File: src/rtl/fe_argmax_stream.sv
`default_nettype none
// ============================================================================
// Module      : fe_argmax_stream
// Description : Streaming per-frame argmax/argmin over multi-lane beats using
//               a configurable pipelined compare tree and a frame accumulator.
// Revision    : 1.0 - initial release
// ============================================================================
module fe_argmax_stream #(
    parameter int                NB_IN     = 16,
    parameter int                NS_IN     = 64,
    parameter int                N_LEVELS  = 6,
    parameter logic [N_LEVELS:0] REGS      = 7'b1001000,
    parameter int                MAX_BEATS = 16,
    parameter int                NB_BEAT   = 4
) (
    input  logic                      clk,
    input  logic                      arst,
    input  logic                      i_vld,
    input  logic                      i_last,
    input  logic [NB_IN*NS_IN-1:0]    i_data,
    input  logic                      i_cfg_min,
    input  logic                      i_cfg_signed,
    output logic                      o_vld,
    output logic [NB_IN-1:0]          o_data_val,
    output logic [NB_BEAT+N_LEVELS-1:0] o_data_pos,
    output logic [NB_BEAT:0]          o_beat_cnt,
    output logic                      o_ovf
);

    localparam int c_POS_W = NB_BEAT + N_LEVELS;
    localparam int c_IDX_W = N_LEVELS;
    localparam logic [NB_BEAT-1:0] c_LAST_BEAT = NB_BEAT'(MAX_BEATS - 1);

    function automatic int f_nodes(input int lvl);
        int n;
        n = NS_IN;
        for (int i = 0; i < lvl; i++) n = (n + 1) / 2;
        return n;
    endfunction

    // True when b is strictly better than a; signedness folded into a sign-extended compare.
    function automatic logic f_better(input logic [NB_IN-1:0] a, input logic [NB_IN-1:0] b,
                                      input logic cmin, input logic csgn);
        logic signed [NB_IN:0] sa;
        logic signed [NB_IN:0] sb;
        sa = {csgn & a[NB_IN-1], a};
        sb = {csgn & b[NB_IN-1], b};
        return cmin ? (sb < sa) : (sb > sa);
    endfunction

    // ------------------------------------------------------------------
    // Input-side frame tracking: config is latched on the first beat.
    // ------------------------------------------------------------------
    logic               r_in_busy;
    logic [NB_BEAT-1:0] r_in_cnt;
    logic               r_cfg_min;
    logic               r_cfg_sgn;
    logic               w_cfg_min;
    logic               w_cfg_sgn;

    assign w_cfg_min = r_in_busy ? r_cfg_min : i_cfg_min;
    assign w_cfg_sgn = r_in_busy ? r_cfg_sgn : i_cfg_signed;

    always_ff @(posedge clk or posedge arst) begin
        if (arst) begin
            r_in_busy <= 1'b0;
            r_in_cnt  <= '0;
            r_cfg_min <= 1'b0;
            r_cfg_sgn <= 1'b0;
        end else if (i_vld) begin
            if (!r_in_busy) begin
                r_cfg_min <= i_cfg_min;
                r_cfg_sgn <= i_cfg_signed;
            end
            if (i_last || (r_in_cnt == c_LAST_BEAT)) begin
                r_in_busy <= 1'b0;
                r_in_cnt  <= '0;
            end else begin
                r_in_busy <= 1'b1;
                r_in_cnt  <= r_in_cnt + NB_BEAT'(1);
            end
        end
    end

    // ------------------------------------------------------------------
    // Compare tree, level 0 is the raw input beat.
    // ------------------------------------------------------------------
    logic [NB_IN-1:0]   w_v [0:N_LEVELS][0:NS_IN-1];
    logic [c_IDX_W-1:0] w_i [0:N_LEVELS][0:NS_IN-1];
    logic [N_LEVELS:0]  w_vld;
    logic [N_LEVELS:0]  w_last;
    logic [N_LEVELS:0]  w_min;
    logic [N_LEVELS:0]  w_sgn;

    assign w_vld[0]  = i_vld;
    assign w_last[0] = i_last;
    assign w_min[0]  = w_cfg_min;
    assign w_sgn[0]  = w_cfg_sgn;

    for (genvar j = 0; j < NS_IN; j++) begin : g_lane
        assign w_v[0][j] = i_data[j*NB_IN +: NB_IN];
        assign w_i[0][j] = c_IDX_W'(j);
    end

    for (genvar k = 1; k <= N_LEVELS; k++) begin : g_lvl
        localparam int c_NIN  = f_nodes(k - 1);
        localparam int c_NOUT = f_nodes(k);

        if (REGS[k]) begin : g_side_reg
            logic r_vld;
            logic r_last;
            logic r_min;
            logic r_sgn;
            always_ff @(posedge clk or posedge arst) begin
                if (arst) begin
                    r_vld  <= 1'b0;
                    r_last <= 1'b0;
                    r_min  <= 1'b0;
                    r_sgn  <= 1'b0;
                end else begin
                    r_vld  <= w_vld[k-1];
                    r_last <= w_last[k-1];
                    r_min  <= w_min[k-1];
                    r_sgn  <= w_sgn[k-1];
                end
            end
            assign w_vld[k]  = r_vld;
            assign w_last[k] = r_last;
            assign w_min[k]  = r_min;
            assign w_sgn[k]  = r_sgn;
        end else begin : g_side_comb
            assign w_vld[k]  = w_vld[k-1];
            assign w_last[k] = w_last[k-1];
            assign w_min[k]  = w_min[k-1];
            assign w_sgn[k]  = w_sgn[k-1];
        end

        for (genvar j = 0; j < NS_IN; j++) begin : g_node
            if (j < c_NOUT) begin : g_used
                logic [NB_IN-1:0]   w_nv;
                logic [c_IDX_W-1:0] w_ni;

                if (2*j + 1 < c_NIN) begin : g_cmp
                    logic w_take;
                    // Right operand wins only when strictly better, so the lower lane keeps ties.
                    assign w_take = f_better(w_v[k-1][2*j], w_v[k-1][2*j+1],
                                             w_min[k-1], w_sgn[k-1]);
                    assign w_nv = w_take ? w_v[k-1][2*j+1] : w_v[k-1][2*j];
                    assign w_ni = w_take ? w_i[k-1][2*j+1] : w_i[k-1][2*j];
                end else begin : g_pass
                    assign w_nv = w_v[k-1][2*j];
                    assign w_ni = w_i[k-1][2*j];
                end

                if (REGS[k]) begin : g_reg
                    logic [NB_IN-1:0]   r_nv;
                    logic [c_IDX_W-1:0] r_ni;
                    always_ff @(posedge clk or posedge arst) begin
                        if (arst) begin
                            r_nv <= '0;
                            r_ni <= '0;
                        end else if (w_vld[k-1]) begin
                            r_nv <= w_nv;
                            r_ni <= w_ni;
                        end
                    end
                    assign w_v[k][j] = r_nv;
                    assign w_i[k][j] = r_ni;
                end else begin : g_comb
                    assign w_v[k][j] = w_nv;
                    assign w_i[k][j] = w_ni;
                end
            end else begin : g_unused
                assign w_v[k][j] = '0;
                assign w_i[k][j] = '0;
            end
        end
    end

    // ------------------------------------------------------------------
    // Frame accumulator and result register.
    // ------------------------------------------------------------------
    logic               w_tv;
    logic               w_tlast;
    logic [NB_IN-1:0]   w_tval;
    logic [c_IDX_W-1:0] w_ti;
    logic [NB_BEAT-1:0] w_bidx;
    logic [c_POS_W-1:0] w_tpos;
    logic               w_take;
    logic               w_close;
    logic [NB_IN-1:0]   w_nval;
    logic [c_POS_W-1:0] w_npos;

    logic               r_acc_busy;
    logic [NB_BEAT-1:0] r_bidx;
    logic [NB_IN-1:0]   r_acc_val;
    logic [c_POS_W-1:0] r_acc_pos;
    logic               r_o_vld;
    logic [NB_IN-1:0]   r_o_val;
    logic [c_POS_W-1:0] r_o_pos;
    logic [NB_BEAT:0]   r_o_cnt;
    logic               r_o_ovf;

    assign w_tv    = w_vld[N_LEVELS];
    assign w_tlast = w_last[N_LEVELS];
    assign w_tval  = w_v[N_LEVELS][0];
    assign w_ti    = w_i[N_LEVELS][0];
    assign w_bidx  = r_acc_busy ? r_bidx : '0;
    assign w_tpos  = c_POS_W'(w_bidx) * c_POS_W'(NS_IN) + c_POS_W'(w_ti);
    // An empty accumulator always loads; afterwards the earliest beat keeps ties.
    assign w_take  = !r_acc_busy ||
                     f_better(r_acc_val, w_tval, w_min[N_LEVELS], w_sgn[N_LEVELS]);
    assign w_nval  = w_take ? w_tval : r_acc_val;
    assign w_npos  = w_take ? w_tpos : r_acc_pos;
    assign w_close = w_tlast || (w_bidx == c_LAST_BEAT);

    always_ff @(posedge clk or posedge arst) begin
        if (arst) begin
            r_acc_busy <= 1'b0;
            r_bidx     <= '0;
            r_acc_val  <= '0;
            r_acc_pos  <= '0;
            r_o_vld    <= 1'b0;
            r_o_val    <= '0;
            r_o_pos    <= '0;
            r_o_cnt    <= '0;
            r_o_ovf    <= 1'b0;
        end else begin
            r_o_vld <= 1'b0;
            if (w_tv) begin
                if (w_close) begin
                    r_o_vld    <= 1'b1;
                    r_o_val    <= w_nval;
                    r_o_pos    <= w_npos;
                    r_o_cnt    <= {1'b0, w_bidx} + (NB_BEAT+1)'(1);
                    r_o_ovf    <= !w_tlast;
                    r_acc_busy <= 1'b0;
                    r_bidx     <= '0;
                end else begin
                    r_acc_busy <= 1'b1;
                    r_acc_val  <= w_nval;
                    r_acc_pos  <= w_npos;
                    r_bidx     <= w_bidx + NB_BEAT'(1);
                end
            end
        end
    end

    assign o_vld      = r_o_vld;
    assign o_data_val = r_o_val;
    assign o_data_pos = r_o_pos;
    assign o_beat_cnt = r_o_cnt;
    assign o_ovf      = r_o_ovf;

endmodule
`default_nettype wire

File: config.mk
export PLATFORM = sky130hd
export DESIGN_NAME = fe_argmax_stream
export DESIGN_NICKNAME = d
export VERILOG_FILES = /design/src/rtl/fe_argmax_stream.sv
export SDC_FILE = /design/constraint.sdc
export NUM_CORES = 2
export LEC_CHECK = 0
export CAP_MARGIN = 20
export CELL_PAD_IN_SITES_DETAIL_PLACEMENT = 0
export CELL_PAD_IN_SITES_GLOBAL_PLACEMENT = 1
export CORE_AREA = 2 2 410 412
export CTS_CLUSTER_SIZE = 10
export DETAILED_ROUTE_END_ITERATION = 10
export DIE_AREA = 0 0 412 414
export DONT_BUFFER_PORTS = 1
export GPL_TIMING_DRIVEN = 1
export PLACE_DENSITY_LB_ADDON = 0.15
export SETUP_SLACK_MARGIN = 0.02
export SLEW_MARGIN = 20
export SYNTH_ARGS = -nofsm -noshare
export SYNTH_HDL_FRONTEND = slang
export SYNTH_SLANG_ARGS = --single-unit
export TNS_END_PERCENT = 100
File: constraint.sdc
create_clock -name clk -period 22.1 [get_ports clk]
set_clock_uncertainty 0.2 [all_clocks]
set_input_delay 3.315 -clock clk [delete_from_list [all_inputs] [get_ports clk]]
set_output_delay 3.315 -clock clk [all_outputs]
set_load 0.005 [all_outputs]
==> key figures <==
Synthesis
  – Synthesized instance count: 6,794
  – Post-synth top area cell: ha_1
  – Synth Warn #: 0
  – Async set-or-reset flop fraction in the synthesized netlist: 100%
  – Post-synthesis sequential area ratio: 12.3%
  – Syn avg cell area: 7.59 µm²
  – Seq cells post-synth: 254
  – Syn nets: 8,841
  – Post-synth EDFFs: 0
  – Leading post-synthesis cells by cell area: ha_1 25%, dfrtp_1 12%, mux2i_1 7.5%
  – Yosys top cell area share: 24.7%
  – Count leader, synth: ha_1
  – Primary FF master, synth: dfrtp_1
  – Distinct cells, synth: 103
  – Post-Syn Area: 51,600 µm²
  – Leading cell types by count after synthesis: 1,017 x ha_1, 975 x inv_1, 600 x nor2_1

Power
  – Max VDD drop: 0.0000610 V
  – Pwr dens: 112 nW/µm²
  – Leakage Power: 27.6 nW

Global route
  – Vias in the first global route: 48,575
  – First-pass GRT wire length: 312 mm
  – Largest net degree at the start of global routing: 167
  – GR Util met1: 28.7%
  – GRT Resource Usage Total: 24.0%
  – M3 GR Usage: 4.10%
  – GR peak layer: met2
  – Met2 usage: 44.3%
  – Antenna violations before repair: 10
  – Congestion Overflow GR: 0

Timing
  – Slew HR: 28.2%
  – Post-layout min period: 12,590 ps
  – RSZ-0062 raised after global routing: no
  – Final setup fails: 0
  – Period utilisation layout: 57.0%
  – Post-Route Setup TNS: 0 ps
  – Hold Fails Final Rpt: 0
  – Fmax: 79.4 MHz
  – Worst Tran Pin Value: 1080 ps
  – Final Slew Violations: 0

Clock network
  – Hold buffer count at cts: 0
  – Clock Tree Buf Depth: 3
  – Postcts setup bufs: 0
  – Skew-Pair Late Insertion Delay: 560 ps
  – H-tree levels: 2
  – Worst-path clk slew: 50 ps
  – Clock sinks: 254
  – Post-CTS Resized: 0
  – CTS tree: built
  – Root buf cell: clkbuf_16
  – TritonCTS Buffers: 36

Routing
  – Final WL: 213 mm
  – DR WL/cell: 24.1 µm
  – Vias per Instance: 5.49
  – Residual DRC: 0
  – First-pass DRT Iterations: 6
  – Via count: 48,632
  – 1st-iter DRT viols: 2,604
  – Number of nets with antenna violations after routing: 0

Worst hold path
  – Hold path depth: 0
  – Hold Path Sink: g_lvl[6].g_side_reg.r_last$_DFF_PP0_
  – Hold Crit Class: reg2reg
  – Min-delay src: g_lvl[3].g_side_reg.r_last$_DFF_PP0_

Critical path
  – Reg-to-reg endpoint: g_lvl[3].g_node[5].g_used.g_reg.r_nv[0]$_DFFE_PP0P_
  – Worst setup SP type: primary input
  – CP dominant cell by count: o21a_1
  – Crit end category: flip-flop
  – Crit-path max cell delay: 830 ps
  – Arr. time, crit path: 12,790 ps
  – Reg2reg setup slack: 11,500 ps
  – CP max stage cell: and4_1
  – Crit path kind: in2reg
  – FF-to-FF Start: r_in_busy$_DFFE_PP0P_
  – Reg2reg path depth: 35
  – Req. time, crit path: 22,300 ps
  – Worst Path Max Fanout: 60

Outcome
  – Outcome: completed

Floorplanning
  – Cell Rows: 150
  – Die Wd: 412 µm
  – # IOs: 1,063
  – Die ar.: 171,000 µm²
  – Core footprint: 166,000 µm²
  – Initial Utilization: 31.0%
  – Chip height: 414 µm

Final layout
  – Area of the multi-input gates: 40,600 µm²
  – Post-route design area: 55,000 µm²
  – Final net count: 8,679
  – Layout cell share with drive strength beyond 1: 6.09%
  – Area Growth Syn to Fin: 6.66%
  – Storage cell area: 6360 µm²
  – Fin cells: 8,866
  – Fillers: 18,069

Placement
  – DP Area: 53,800 µm²
  – Dpl hpwl: 185 mm
  – I/O Buffers: 0
  – Placed cell count: 8,798
  – GPL Wtd Cong: 0.907

Run
  – Number of max-cap violations: 0
## cells in the final DEF, fill, tap and decap left out, drive strengths merged, types with 18 or more instances in the layout
cell type / Yosys / final
clkbuf: 168 / 54
o31a: 23 / 23
xor2: 25 / 25
and2: 55 / 55
and4: 35 / 35
a211o: 30 / 30
nand3: 162 / 162
ha: 1017 / 1017
a22oi: 24 / 24
o221a: 19 / 19
buf: 76 / 44
mux2: 194 / 194
or2: 38 / 38
a31oi: 58 / 58
a41oi: 18 / 18
o211ai: 119 / 119
o31ai: 24 / 24
o221ai: 34 / 34
or3: 26 / 26
a221oi: 41 / 41
a211oi: 96 / 96
o22ai: 28 / 28
o21ai: 319 / 319
mux2i: 394 / 394
xnor2: 48 / 48
nand2b: 59 / 59
nor3: 84 / 84
a21oi: 572 / 572
nor2: 601 / 601
nor2b: 60 / 60
a21o: 158 / 158
inv: 977 / 980
nand4: 162 / 162
nand2: 352 / 352
nor4: 30 / 30
o21a: 93 / 93
and3: 52 / 52
dfrtp: 254 / 254
## where the power goes
part           switching, mW  leakage (nW)  total [mW]  internal [mW]
combinational           2.73          24.1        4.61           1.88
sequential             0.321          2.99       0.994          0.674
clock                  0.239         0.566       0.583          0.343
total                   3.29          27.6        6.18           2.90
## worst max path at each step
stage           startpoint                                              endpoint  slack, ps  depth (start not counted)
4_1_cts        i_data[998]  g_lvl[3].g_node[7].g_used.g_reg.r_nv[12]$_DFFE_PP0P_       9260                         37
6_report         i_cfg_min   g_lvl[3].g_node[5].g_used.g_reg.r_nv[0]$_DFFE_PP0P_       9510                         35
3_3_place_gp   i_data[998]  g_lvl[3].g_node[7].g_used.g_reg.r_nv[10]$_DFFE_PP0P_       8860                         37
3_5_place_dp   i_data[998]  g_lvl[3].g_node[7].g_used.g_reg.r_nv[10]$_DFFE_PP0P_       8710                         37
2_1_floorplan    i_cfg_min   g_lvl[3].g_node[6].g_used.g_reg.r_nv[0]$_DFFE_PP0P_      10050                         40
5_1_grt        i_data[783]   g_lvl[3].g_node[6].g_used.g_reg.r_nv[3]$_DFFE_PP0P_       8780                         36
## cell families after synthesis
family          synth area share, %
flops                          12.3
buf+inv                        9.12
compound gates                 23.7
mux                            12.1
fa+ha+maj                      24.9
simple gates                   16.7
xor+xnor                       1.24
## worst max-delay path: cells and delay by family
kind	cells	cell delay [ps]
buf+inv	6	2470
compound gates	20	3940
fa+ha+maj	2	500
mux	3	990
simple gates	4	1450
## flip-flops by register name, summed over array words and instances, names as in the netlist, 2 cells and up
name                            count
r_in_cnt                            4
g_lvl.g_node.g_used.g_reg.r_nv    144
o_data_pos                         10
g_lvl.g_side_reg.r_min              2
g_lvl.g_node.g_used.g_reg.r_ni     31
r_acc_val                          16
o_data_val                         16
g_lvl.g_side_reg.r_sgn              2
g_lvl.g_side_reg.r_last             2
o_beat_cnt                          5
r_acc_pos                          10
g_lvl.g_side_reg.r_vld              2
r_bidx                              4
## layer usage
metal	wire, µm	part of all wire, %
met1	89600	42
met4	4920	2.3
met2	108000	51
met3	10800	5.1
met5	42	0.020
## through the flow
stage,utilization [%],hold slack [ps],power (mW),worst slack [ps]
floorplan,-,131,4.20,10050
global placement,32.4,134,5.60,8860
detailed placement,32.4,135,5.63,8710
CTS,33.1,147,6.26,9260
global route,33.1,172,6.83,8780
finish,33.1,147,6.18,9510
## layout make-up
class                   count  share of cell area [%]
flip-flops and latches    254                    11.6
inverters                 980                    6.72
repair buffers             44                   0.669
diodes                      7                  0.0319
well taps                2204                    5.01
clock inverters             7                   0.171
multi-input cells        5316                    73.9
clock buffers              54                    1.92
No activity file was read; power rests on OpenSTA's default activity.
